===== config.mk =====
export PLATFORM = sky130hd
export DESIGN_NAME = dot_matrix_scanner
export DESIGN_NICKNAME = d
export VERILOG_FILES = /design/src/rtl/dot_matrix_pkg.sv /design/src/rtl/dot_matrix_framebuf.sv /design/src/rtl/dot_matrix_scanner.sv
export SDC_FILE = /design/constraint.sdc
export NUM_CORES = 1
export LEC_CHECK = 0
export ABC_CLOCK_PERIOD_IN_PS = 2250
export BUFFER_PORTS_ARGS = -buffer_cell sky130_fd_sc_hd__buf_2
export CORE_ASPECT_RATIO = 1.1
export CORE_MARGIN = 2
export CORE_UTILIZATION = 58
export DETAILED_ROUTE_END_ITERATION = 10
export PLACE_DENSITY = 0.76
export SYNTH_ARGS = -nofsm -noshare
export SYNTH_HDL_FRONTEND = slang
export SYNTH_SLANG_ARGS = --single-unit

===== constraint.sdc =====
create_clock -name clk_div -period 2.25 [get_ports clk_div]
set_input_delay 0.3375 -clock clk_div [delete_from_list [all_inputs] [get_ports clk_div]]
set_output_delay 0.3375 -clock clk_div [all_outputs]
set_load 0.02 [all_outputs]

===== src/rtl/dot_matrix_pkg.sv =====
// dot_matrix_pkg: shared widths, constants and default geometry for the dot-matrix scanner.
package dot_matrix_pkg;
    localparam int DEF_ROWS = 8;
    localparam int DEF_COLS = 8;
    localparam int MAX_ROWS = 16;
    localparam logic [MAX_ROWS-1:0] BLANK_ROW = '1;

    function automatic int cnt_w(int n);
        return (n > 1) ? $clog2(n) : 1;
    endfunction

    function automatic int row_w(int rows);
        return cnt_w(rows);
    endfunction

    function automatic int col_w(int cols);
        return cnt_w(cols);
    endfunction
endpackage


===== src/rtl/dot_matrix_framebuf.sv =====
// dot_matrix_framebuf: double-buffered ROWS x COLS frame memory; host writes the back buffer, swap flips front/back.
module dot_matrix_framebuf
    import dot_matrix_pkg::*;
#(
    parameter int ROWS = DEF_ROWS,
    parameter int COLS = DEF_COLS
) (
    input  logic                   clk_div,
    input  logic                   rst,
    input  logic                   wr_en,
    input  logic [row_w(ROWS)-1:0] wr_addr,
    input  logic [COLS-1:0]        wr_data,
    input  logic [row_w(ROWS)-1:0] rd_addr,
    input  logic                   swap,
    output logic [COLS-1:0]        rd_data
);
    localparam int RW = row_w(ROWS);
    localparam logic [RW:0] N_ROWS = (RW+1)'(ROWS);

    logic [COLS-1:0] buf_a [ROWS];
    logic [COLS-1:0] buf_b [ROWS];
    logic front_b;
    logic wr_ok;

    assign wr_ok = wr_en && ({1'b0, wr_addr} < N_ROWS);

    // The back buffer is chosen by the pre-swap select, so a write on the swap edge becomes visible immediately.
    always_ff @(posedge clk_div or negedge rst) begin
        if (!rst) begin
            front_b <= 1'b0;
            for (int i = 0; i < ROWS; i++) begin
                buf_a[i] <= '0;
                buf_b[i] <= '0;
            end
        end else begin
            front_b <= front_b ^ swap;
            if (wr_ok && front_b)
                buf_a[wr_addr] <= wr_data;
            if (wr_ok && !front_b)
                buf_b[wr_addr] <= wr_data;
        end
    end

    assign rd_data = front_b ? buf_b[rd_addr] : buf_a[rd_addr];
endmodule


===== src/rtl/dot_matrix_scanner.sv =====
// dot_matrix_scanner: row-scan LED matrix driver with dwell, anti-ghost blanking and tear-free frame commit.
// Define DOT_MATRIX_SCROLL_EN to add per-frame horizontal scrolling (scroll_en, scroll_left).
module dot_matrix_scanner
    import dot_matrix_pkg::*;
#(
    parameter int ROWS  = DEF_ROWS,
    parameter int COLS  = DEF_COLS,
    parameter int DWELL = 1,
    parameter int BLANK = 0
) (
    input  logic                   clk_div,
    input  logic                   rst,
    input  logic                   en,
    input  logic                   wr_en,
    input  logic [row_w(ROWS)-1:0] wr_addr,
    input  logic [COLS-1:0]        wr_data,
    input  logic                   commit,
`ifdef DOT_MATRIX_SCROLL_EN
    input  logic                   scroll_en,
    input  logic                   scroll_left,
`endif
    output logic                   commit_pending,
    output logic                   frame_start,
    output logic [ROWS-1:0]        dot_row,
    output logic [COLS-1:0]        dot_col
);
    localparam int RW = row_w(ROWS);
    localparam int DW = cnt_w(DWELL);
    localparam logic [RW-1:0] R_LAST  = RW'(ROWS-1);
    localparam logic [DW-1:0] D_LAST  = DW'(DWELL-1);
    localparam logic [DW:0]   D_BLANK = (DW+1)'(BLANK);

    logic [RW-1:0]   r;
    logic [DW-1:0]   d;
    logic [COLS-1:0] rd_data;
    logic [COLS-1:0] col_data;
    logic [ROWS-1:0] row_sel;
    logic boundary;
    logic swap;
    logic lit;

    assign boundary = en && r == R_LAST && d == D_LAST;
    // While disabled any pending swap is taken at once so the restart shows the new frame.
    assign swap     = (commit_pending || commit) && (boundary || !en);
    assign lit      = en && !({1'b0, d} < D_BLANK);
    assign row_sel  = ~({{(ROWS-1){1'b0}}, 1'b1} << (R_LAST - r));

    dot_matrix_framebuf #(.ROWS(ROWS), .COLS(COLS)) u_fb (
        .clk_div (clk_div),
        .rst     (rst),
        .wr_en   (wr_en),
        .wr_addr (wr_addr),
        .wr_data (wr_data),
        .rd_addr (r),
        .swap    (swap),
        .rd_data (rd_data)
    );

`ifdef DOT_MATRIX_SCROLL_EN
    localparam int CW = col_w(COLS);
    localparam logic [CW-1:0] C_LAST = CW'(COLS-1);
    logic [CW-1:0]     offset;
    logic [2*COLS-1:0] rot;

    always_ff @(posedge clk_div or negedge rst) begin
        if (!rst)
            offset <= '0;
        else if (boundary && scroll_en)
            offset <= scroll_left ? ((offset == C_LAST) ? '0 : offset + 1'b1)
                                  : ((offset == '0) ? C_LAST : offset - 1'b1);
    end

    assign rot      = {rd_data, rd_data} << offset;
    assign col_data = rot[2*COLS-1:COLS];
`else
    assign col_data = rd_data;
`endif

    always_ff @(posedge clk_div or negedge rst) begin
        if (!rst) begin
            r              <= '0;
            d              <= '0;
            dot_row        <= BLANK_ROW[ROWS-1:0];
            dot_col        <= '0;
            frame_start    <= 1'b0;
            commit_pending <= 1'b0;
        end else begin
            commit_pending <= (commit_pending || commit) && !swap;
            frame_start    <= en && r == '0 && d == '0;
            dot_row        <= lit ? row_sel : BLANK_ROW[ROWS-1:0];
            dot_col        <= lit ? col_data : '0;
            d              <= (!en || d == D_LAST) ? '0 : d + 1'b1;
            r              <= !en ? '0 : (d != D_LAST) ? r : (r == R_LAST) ? '0 : r + 1'b1;
        end
    end
endmodule


== Word level (Yosys, flattened, before mapping) ==
Index checks and enable logic that the tools add are counted.
Word-level totals
  flip-flop bits (word level): 151
  bits of input ports: 16
Operators by class
  add/subtract/negate cells: 3
  $lt $le $gt $ge: 3
  equal/unequal tests: 2
  shift-type cells: 1
  multiplexer cells: 17
  bitwise gates (word level): 5
  reductions and logical operators: 16
Operators with widths (count)
  64-bit bitwise mux: 2
  8-bit 2-to-1 mux: 8
  8-bit binary-select mux with 3-bit select: 2
  8-bit demux with 3-bit select: 1
  1-bit logical AND: 9
  3-bit 2-to-1 mux: 3
  4-bit greater-or-equal comparator (second input constant): 2
  3-bit NOT with 4-bit output: 2
  8-bit NOT: 1
  1-bit by 3-bit left shift with 8-bit output (first input constant): 1
  4-bit by 1-bit < comparator with 1-bit output (second input constant): 1
  3-bit by 1-bit adder with 3-bit output (second input constant): 1
  3-bit equality test (second input constant): 1
  1-bit zero test: 3
  3-bit zero test: 1
  1-bit logical OR: 3
  3-bit subtractor (first input constant): 1
  2-bit inequality test (second input constant): 1
  1-bit adder (second input constant): 1
  1-bit 2-to-1 mux: 1
  1-bit NOT: 1
  1-bit XOR: 1

== Longest topological paths before layout ==
  depth in word-level cells: 7
  gate-level depth with buffers: 8
  gate-level depth less buffers: 6

== Modules after synthesis ==
From an unflattened synthesis, not the netlist that was laid out.
Second synthesis, totals
  cells, all modules: 460
  area, all modules: 6901.6 µm²
Modules (own cells, without submodules)
  dot_matrix_framebuf: times used 1, cells an instance 396, area an instance 6075.8 µm²
  dot_matrix_scanner: times used 1, cells an instance 64, area an instance 825.8 µm²

== Worst setup path after synthesis ==
Ideal clock, no wire load.
  path type: register to register
  start: reg r[0]
  end: reg r[1]
  library setup time: 0.119 ns
  arrival: 1.546 ns
  data required time: 2.131 ns
  slack: 0.585 ns
  stages on the path, launching flop included: 9
  path through: dfrtp_1 > buf_4 > buf_6 > buf_2 > inv_1 > ha_1 > nor3b_1 > a21oi_1 > nor2b_1
On the way
  cells in the longest elaborated chain, start to end: 4
  elaborated cells between the ends (all ways): 5
  classes of those cells: add/sub: 1; eq/ne: 1; mux: 3
Ends and longest elaborated chain
  start: declaration: RTL line dot_matrix_scanner.sv:33  | logic [RW-1:0] r;
  start signal: assignment: RTL line dot_matrix_scanner.sv:93  | r <= !en ? '0 : (d != D_LAST) ? r : (r == R_LAST) ? '0 : r + 1'b1;
  3-bit by 1-bit adder with 3-bit output / 3-bit equality test (equally long branches): RTL line dot_matrix_scanner.sv:93
  3-bit 2-to-1 mux (*) (3 in series): RTL line dot_matrix_scanner.sv:93
Every way passes the cells marked *; elsewhere a longest branch is shown, timed or not. The select of a mux whose other input is x is not followed.
A chain may end at the register's enable or synchronous reset.

== Final worst setup path ==
  start: reg u_fb.front_b
  end: reg u_fb.buf_b[22] (netlist bit)
On the way
  cells in the longest elaborated chain, start to end: 2
Ends and longest elaborated chain
  start: declaration: RTL line dot_matrix_framebuf.sv:22  | logic front_b;
  start signal: assignment: RTL line dot_matrix_framebuf.sv:36  | front_b <= front_b ^ swap;
  1-bit zero test: RTL line dot_matrix_framebuf.sv:39  | if (wr_ok && !front_b)
  1-bit logical AND: RTL line dot_matrix_framebuf.sv:39
  end signal: indexed assignment: RTL line dot_matrix_framebuf.sv:40  | buf_b[wr_addr] <= wr_data;
  end: declaration: RTL line dot_matrix_framebuf.sv:21  | logic [COLS-1:0] buf_b [ROWS];
No other way between the ends.

==> results by group <==
Finish
  – Layout cells sized above 1: 43.02%
  – Most frequent cells in the layout: dfrtp_1 (142), mux2_2 (104), mux2i_1 (50)
  – Commonest non-fill, non-tap cell in the layout: dfrtp_1
  – N_diodes: 0
  – Area Overhead vs Synth: 14.83%
  – Fin cells: 687
  – Final net count: 546
  – Final cell utilization of the core: 68.54%

Routing
  – Antenna-violating nets left: 0
  – Initial DRT Pass Iterations: 5
  – Total number of vias: 4092
  – Initial DRC count: 222
  – WL/cell: 21.34 microns
  – DRC viols: 0
  – Via density: 5.956
  – Total wire length: 14.66 mm

Critical path
  – CP Launch Type: flop
  – Worst setup path class: reg2reg
  – Length in cells of the worst reg-to-reg path: 3
  – Reg2reg end: u_fb.buf_b[22]
  – Worst r2r src: u_fb.front_b
  – Worst EP arrival: 2150 ps
  – Worst reg-to-reg setup slack: 400 ps
  – Maximum fanout along the worst path: 8
  – Critical Path End Type: flop
  – WP data required: approximately 2600 ps

Timing
  – Final hold vios: 0
  – Worst setup margin: 401.7 ps
  – Max Freq: 541.0 MHz
  – Slew @ Worst Pin: 666.1 ps
  – RSZ-0062 raised after global routing: false
  – Clock skew: 6.528 ps
  – Tmin final: 1848 ps
  – Final slew viol count: 0
  – Final setup vio count: 0
  – Final period utilization: 82.15%
  – Setup TNS: 0 ps
  – Slew HR: 55.54%

Floorplan
  – Initial Util: 59.69%
  – I/O Pins: 34
  – Rows: 41
  – Core ar.: between 10000 and 15000 sq um
  – Die Span Y: 118.1 microns
  – Die area: 12710 sq um
  – Die W: 107.7 microns

Place
  – IO buf count: 33
  – Placed Cells: 654
  – HPWL Detailed: 9.468 mm
  – Placer Congestion: 0.8150
  – Worst slack, placed: between 400 and 500 ps

Logic synthesis
  – Synth unique cells: 33
  – EDFF count, synth: 0
  – Cells after synthesis: 485
  – Top_reg_cell synth: dfrtp_1
  – Synthesized flop and latch total: 151
  – Post-synth ARST share: 100.0%
  – Synthesized-area fraction occupied by adder cells: approximately 1.1%
  – Post-synthesis xor/xnor area fraction: 0.1277%
  – Synth warnings: 0
  – Synth Area in Compound Gates: 3.867%
  – Multiplexer share of the synthesized area: 31.92%
  – Main combinational cell family by area after synthesis: multiplexers
  – Mapped Nets: 507
  – Netlist Area Pre-Place: 6859 sq um
  – Post-synthesis simple-gate area fraction: under 10%
  – Avg Cell Area, Syn: approximately 14 sq um
  – Seq/Total Area, Yosys: 55.24%

Clock tree
  – H-tree depth: 4
  – TritonCTS buffer count: 17
  – Total clock sinks: 151
  – CTS Buffer Depth: 2
  – Clock Latency Late Sink: around 420 ps
  – CTS tree: yes
  – Clk root buf: clkbuf_16
  – Reg clk slew, reported paths: about 60 ps

Power and ir drop
  – Tot Pwr: roughly 0.010 W
  – Pwr dens: roughly 1300 nW/um^2
  – Static Leak: 3.500 nW
  – Worst vdd ir: ~0.7 mV

Global route
  – Gr usage total: 25.00%
  – Antenna violations before repair: 0
  – First-pass GRT wire length: 23.66 mm
  – Total grt overflow: 0
  – Pin count of the biggest net entering global routing: 52
  – Number of global-route vias before repair: 4363

Worst hold path
  – Hold Path End: commit_pending
  – Hold Path Origin: commit
  – Worst Hold Path Cells: 3
  – Min-delay worst type: in2reg

Status
  – Status: finished, final reports clean

Job
  – Max cap viols: 0
## synth_stat cells, drive strengths merged (4+ instances only)
master,count,share of area [%]
clkbuf,15,0.82
nor2b,5,0.46
buf,14,1.6
ha,6,1.1
dfstp,8,3.1
mux2,128,22
nor2,18,1.3
dfrtp,143,52
a22oi,23,2.5
o21ai,5,0.36
mux2i,50,7.3
o22ai,4,0.36
a21oi,4,0.29
nand3,7,0.51
mux4,7,2.3
inv,4,0.22
nand2,23,1.3
## metrics by stage
stage	instance area, sq um	hold WS [ps]
2_1_floorplan	6859	41.91
3_3_place_gp	7222	277.9
3_5_place_dp	7222	281.8
4_1_cts	7876	158.3
5_1_grt	7876	201.2
6_report	7876	168.2
## kinds of logic after synthesis
group | Yosys count
AO/OA/AOI/OAI | 39
AND/OR/NAND/NOR | 69
other | 1
adder cells (fa/ha/maj) | 6
flip-flops | 151
multiplexers | 185
buffers and inverters | 33
XOR/XNOR | 1
## layout make-up
class                           instances  area [sq um]
Inverter                                4         15.01
Clock inverter                          7         138.9
Timing Repair Buffer                   49         344.1
Fill cell                             842          3615
Multi-Input combinational cell        301          2893
Sequential cell                       151          3792
Tap cell                              150         187.7
Clock buffer                           25         505.5
## worst max-delay path, stage by stage, from the launching register on
cell and delay [ps]:
dfrtp_1 440, nor3b_1 410, and3_1 490, mux2_2 390
## sequential cells by signal, indices dropped and copies added (netlist names)
name / cells
commit_pending: 1
d: 1
dot_col: 8
dot_row: 8
frame_start: 1
r: 3
u_fb.buf_a: 64
u_fb.buf_b: 64
u_fb.front_b: 1
## how the worst max path moves through the flow
| stage | start | endpoint | slack [ps] | cells after the start |
|---|---|---|---|---|
| after floorplan | r[0] | r[1] | 580 | 8 |
| after global placement | r[0] | u_fb.front_b | 430 | 6 |
| after detailed placement | wr_en | u_fb.buf_b[22] | 410 | 4 |
| after CTS | r[0] | u_fb.front_b | 410 | 6 |
| after global routing | r[0] | u_fb.front_b | 260 | 6 |
| final | u_fb.front_b | u_fb.buf_b[22] | 400 | 3 |
## what timing repair did
item	in CTS	in global routing
gates resized for setup	0	0
setup buffers	0	0
hold buffers	1	0
hold endpoints to repair	40	0
## routing by layer
layer	GRT usage, %	up-vias	share of wire (%)
li1	-	1821	-
met1	34.64	2156	43
met2	37.93	91	49
met3	5.869	24	4.9
met4	10.58	0	2.6
met5	0	-	0
## power breakdown
group,switching (W),internal (W)
Combinational,0.00100,0.00147
Sequential,0.000657,0.00394
Clock,0.00106,0.00200
Total,0.00272,0.00742
No activity file was read; power rests on OpenSTA's default activity.
